### src/rtl/freq_pkg.sv
// Shared types and constants for the frequency measurement path.
package freq_pkg;

  localparam int FREQ_CNT_W  = 8;
  localparam int FREQ_GATE_W = 16;

  function automatic int unsigned cnt_max_of(input int unsigned w);
    return (32'd1 << w) - 32'd1;
  endfunction

  localparam int unsigned CNT_MAX = cnt_max_of(FREQ_CNT_W);

  typedef enum logic [1:0] {
    IDLE = 2'd0,
    ARM  = 2'd1,
    GATE = 2'd2,
    HOLD = 2'd3
  } meas_state_e;

endpackage

### src/rtl/freq_pulse_sync_edge.sv
// Two-flop synchronizer for an asynchronous pulse pin plus a registered
// rising-edge strobe; the strobe appears 3 clk edges after the pin rises.
module pulse_sync_edge (
  input  logic clk,
  input  logic rst_n,
  input  logic i_pulse_in,
  output logic o_edge
);

  logic r_sync1;
  logic r_sync2;
  logic r_prev;

  always_ff @(posedge clk or negedge rst_n) begin
    if (!rst_n) begin
      r_sync1 <= 1'b0;
      r_sync2 <= 1'b0;
      r_prev  <= 1'b0;
      o_edge  <= 1'b0;
    end else begin
      r_sync1 <= i_pulse_in;
      r_sync2 <= r_sync1;
      r_prev  <= r_sync2;
      o_edge  <= r_sync2 & ~r_prev;
    end
  end

endmodule

### src/rtl/freq_meas_ctrl.sv
// Gated-window pulse counter: counts synchronized rising edges over a
// programmable number of clk cycles and hands the result over valid/ready.
//
// state | meaning
// IDLE  | waiting for start
// ARM   | clear counter, load gate timer (1 cycle)
// GATE  | counting edges while timer runs down to 1
// HOLD  | result presented until valid & ready
module freq_meas_ctrl
  import freq_pkg::*;
#(
  parameter int CNT_W  = FREQ_CNT_W,
  parameter int GATE_W = FREQ_GATE_W
) (
  input  logic              clk,
  input  logic              rst_n,
  input  logic              i_start,
  input  logic              i_continuous,
  input  logic              i_abort,
  input  logic [GATE_W-1:0] i_gate_cycles,
  input  logic              i_pulse_in,
  output logic              o_busy,
  output logic              o_count_valid,
  input  logic              i_count_ready,
  output logic [CNT_W-1:0]  o_count_data,
  output logic              o_overflow
);

  localparam logic [CNT_W-1:0] LP_CNT_MAX = CNT_W'(cnt_max_of(CNT_W));

  meas_state_e       r_state;
  logic [GATE_W-1:0] r_timer;
  logic [CNT_W-1:0]  r_cnt;
  logic              r_sat;

  logic              w_edge;
  logic [CNT_W-1:0]  w_cnt_nxt;
  logic              w_sat_nxt;
  logic [GATE_W-1:0] w_gate_load;

  pulse_sync_edge u_sync (
    .clk       (clk),
    .rst_n     (rst_n),
    .i_pulse_in(i_pulse_in),
    .o_edge    (w_edge)
  );

  // Saturating increment; the next value is also what gets latched on the
  // last gate cycle so an edge landing there is still counted.
  always_comb begin
    w_cnt_nxt = r_cnt;
    if (w_edge && (r_cnt != LP_CNT_MAX)) begin
      w_cnt_nxt = r_cnt + CNT_W'(1);
    end
  end

  assign w_sat_nxt   = r_sat | (w_cnt_nxt == LP_CNT_MAX);
  assign w_gate_load = (i_gate_cycles == '0) ? GATE_W'(1) : i_gate_cycles;

  always_ff @(posedge clk or negedge rst_n) begin
    if (!rst_n) begin
      r_state       <= IDLE;
      r_timer       <= '0;
      r_cnt         <= '0;
      r_sat         <= 1'b0;
      o_busy        <= 1'b0;
      o_count_valid <= 1'b0;
      o_count_data  <= '0;
      o_overflow    <= 1'b0;
    end else if (i_abort) begin
      r_state       <= IDLE;
      r_cnt         <= '0;
      r_sat         <= 1'b0;
      o_busy        <= 1'b0;
      o_count_valid <= 1'b0;
      o_count_data  <= '0;
      o_overflow    <= 1'b0;
    end else begin
      case (r_state)
        IDLE: begin
          if (i_start) begin
            r_state <= ARM;
            o_busy  <= 1'b1;
          end
        end
        ARM: begin
          r_cnt   <= '0;
          r_sat   <= 1'b0;
          r_timer <= w_gate_load;
          r_state <= GATE;
        end
        GATE: begin
          r_cnt   <= w_cnt_nxt;
          r_sat   <= w_sat_nxt;
          r_timer <= r_timer - GATE_W'(1);
          if (r_timer == GATE_W'(1)) begin
            o_count_data  <= w_cnt_nxt;
            o_overflow    <= w_sat_nxt;
            o_count_valid <= 1'b1;
            r_state       <= HOLD;
          end
        end
        HOLD: begin
          if (o_count_valid && i_count_ready) begin
            o_count_valid <= 1'b0;
            if (i_continuous) begin
              r_state <= ARM;
            end else begin
              r_state <= IDLE;
              o_busy  <= 1'b0;
            end
          end
        end
        default: begin
          r_state <= IDLE;
          o_busy  <= 1'b0;
        end
      endcase
    end
  end

endmodule

### config.mk
export PLATFORM = sky130hd
export DESIGN_NAME = freq_meas_ctrl
export DESIGN_NICKNAME = d
export VERILOG_FILES = /design/src/rtl/freq_pkg.sv /design/src/rtl/freq_pulse_sync_edge.sv /design/src/rtl/freq_meas_ctrl.sv
export SDC_FILE = /design/constraint.sdc
export NUM_CORES = 1
export LEC_CHECK = 0
export ABC_AREA = 0
export CAP_MARGIN = 20
export CORE_UTILIZATION = 35
export CTS_BUF_LIST = sky130_fd_sc_hd__clkbuf_2
export DETAILED_ROUTE_END_ITERATION = 10
export SYNTH_ARGS = -nofsm -noshare
export SYNTH_HDL_FRONTEND = slang
export SYNTH_SLANG_ARGS = --single-unit
### constraint.sdc
create_clock -name clk -period 1.8 [get_ports clk]
set_input_delay 0.36 -clock clk [delete_from_list [all_inputs] [get_ports clk]]
set_output_delay 0.36 -clock clk [all_outputs]
set_load 0.02 [all_outputs]
==> flow_summary.ini <==
[pwr]
power.leakage_nw = 1.47
p_per_area_nw_per_um2 = 1150
ir_drop_mv = 0.709

[job]
max-cap-violations = 0

[synthesis]
ys_seq_area_share_pct = 41.8
synth_compound_area_share_pct = 22.0
synth_enable_flop_cells = 0
synthTopCellsByArea = dfrtp_1, a21oi_1, ha_1
synth_top_area_share_pct = 41.8
yosys.area_share.simple_pct = 22.6
muxShareOfSynthArea_pct = 4.13
synth.distinct_cells = 59
syn-instance-count = 268
synth_top_cell_by_area = dfrtp_1
yosys_warnings = 0
syn_nets = 299
postSynthAreaPerCell_um2 = 9.38
netlist_area_um2 = 2510
synth_xor_area_share_pct = 0.697
synthAdderAreaFrac_pct = 3.98
synth-seq-cells = 42
synthArstFlopShare_pct = 100
dominantRegCellSynth = dfrtp_1
synth_top_family_by_area = simple AND/OR/NAND/NOR gates

[place]
io_buffers = 33
dpl_cell_area_um2 = 3150
gp_congestion = 0.803
dp_cells = 417
place_hpwl_um = 4460

[clock_tree]
clk_path_buf_depth = 2
numCtsBuffers = 5
clk_latency_ns = 0.41
cts_sinks = 42
h-tree-depth = 2
cts_tree = built
cts.clk_slew.worst_paths_ns = 0.23
cts_root_buf = clkbuf_2

[worst_setup_path]
ff2ff_path_depth = 6
cp-end-kind = flop
worstSetupStartpoint = r_cnt[0]
r2r_setup_slack_ns = 0.08
cp-endpoint = o_overflow
arrival_ns = 2.07
timing.rr.end = o_overflow
worst-setup-path-type = flop to flop
crit_path_max_fanout = 6
r2r_start = r_cnt[0]
crit_path_start_kind = flop
required_ns = 2.14

[sta]
fin_crit_sh_pct = 95.8
slew_viol_final = 0
clock_skew_ns = 0.0140
finalHoldViolations = 0
rsz0062_at_grt = true
finalSetupViolCount = 0
worst_pin_slew_ns = 0.535
timing.fmax_mhz = 580
maxSlewHeadroom_pct = 64.3
final.min_clock_period_ns = 1.72

[final_layout]
drive_gt1_share_pct = 28.1
fin_area_um2 = 3380
stdcell_count = 431
antennaDiodeCount = 0
nets = 365
final_cell_mix = dfrtp_1, buf_4, a21oi_1
area_delta_synth_final_pct = 34.6

[floorplanning]
die_y_um = 86.8
die_area_um2 = 7530
start_util_pct = 36.6
fp-row-count = 30
core_area_um2 = 6870
io_pins = 34
die-width_um = 86.8

[route]
finalWirelength_um = 6060
drt_iter0_drc = 75
routed_via_density = 5.26
drc = 0
wl_per_cell_um = 14.1
dr.pass1.iters = 4
drt.antenna.violating_nets = 0
vias = 2266

[grt]
grt_pass1_vias = 2066
globalRouteOverflowTotal = 0
grtUsageTotal_pct = 17.2
grt_max_degree = 43
grt_pass1_wl_um = 10100
antenna_found_initial = 0

[worst_hold_path]
hp-class = input pin to flop

[status]
run_status = finished, final reports clean
-- stage by stage --
stage	TNS (ns)	hold WS, ns	utilization (%)	worst slack [ns]	total power [mW]
2_1_floorplan	0	0.0644	-	0.0681	2.57
3_3_place_gp	-0.258	0.333	45.8	-0.0326	3.23
3_5_place_dp	-0.118	0.345	45.8	-0.0261	3.25
4_1_cts	0	0.332	46.9	0.0000780	3.72
5_1_grt	-0.0286	0.327	49.3	-0.0176	4.21
6_report	0	0.373	49.3	0.0765	3.88
-- critical path, stage by stage, from the launching register on --
cell,delay (ns)
dfrtp_1,0.44
ha_2,0.22
and3_2,0.22
o2111a_1,0.20
nor3_2,0.22
a41oi_2,0.14
a211oi_2,0.23
-- worst min-delay path by stage --
stage	to	from	slack [ns]	depth (start not counted)
floorplan	o_busy	rst_n	0.06	0
global placement	u_sync.r_sync2	u_sync.r_sync1	0.33	0
detailed placement	u_sync.r_sync2	u_sync.r_sync1	0.34	0
CTS	u_sync.r_sync1	i_pulse_in	0.33	1
global route	u_sync.r_sync1	i_pulse_in	0.33	1
finish	u_sync.r_sync1	i_pulse_in	0.37	1
-- synthesized netlist by cell type (all sizes together), types with 7 or more instances --
cell type	n
dfrtp	42
a21oi	28
nor2	20
o21ai	16
nand2	11
nor3	11
o22ai	11
clkbuf	10
and3	9
inv	9
nand3	9
nor4	9
a22o	8
ha	8
mux2i	7
-- registers in the layout (all words and copies together) (netlist names) --
name            flops
o_busy              1
o_count_data        8
o_count_valid       1
o_overflow          1
r_cnt               8
r_sat               1
r_state             2
r_timer            16
u_sync.o_edge       1
u_sync.r_prev       1
u_sync.r_sync1      1
u_sync.r_sync2      1
-- metal layers --
metal  routed length [um]  global-route usage, %  share of wire (%)  vias up
li1                     -                      -                  -     1151
met5                    0                      0                  0        -
met4                   89                   5.45                1.5        0
met1                 2750                   22.1                 45     1065
met2                 3020                   28.9                 50       41
met3                  199                   3.52                3.3        9
-- cell families after synthesis --
family	after synthesis
multiplexers	10
adder cells (fa/ha/maj)	8
AO/OA/AOI/OAI	86
flip-flops	42
buffers and inverters	25
XOR/XNOR	2
AND/OR/NAND/NOR	95
-- cell type report --
type	instances	area, um^2
Clock buffer	5	25.0
Clock inverter	3	21.3
Fill cell	646	3480
Inverter	9	33.8
Multi-Input combinational cell	201	1490
Sequential cell	42	1050
Tap cell	96	120
Timing Repair Buffer	75	644
-- power by group --
group	internal (mW)	switching [mW]
registers	1.18	0.250
logic	0.967	1.07
clock network	0.0956	0.324
total	2.24	1.64
-- what timing repair did --
action,4_1_cts,5_1_grt
buffers inserted,0,5
hold buffers,1,0
hold endpoints to repair,33,0
endpoints found under the setup margin,22,29
gates resized for setup,15,30
pin swaps,0,4
No activity file was read; power rests on OpenSTA's default activity.
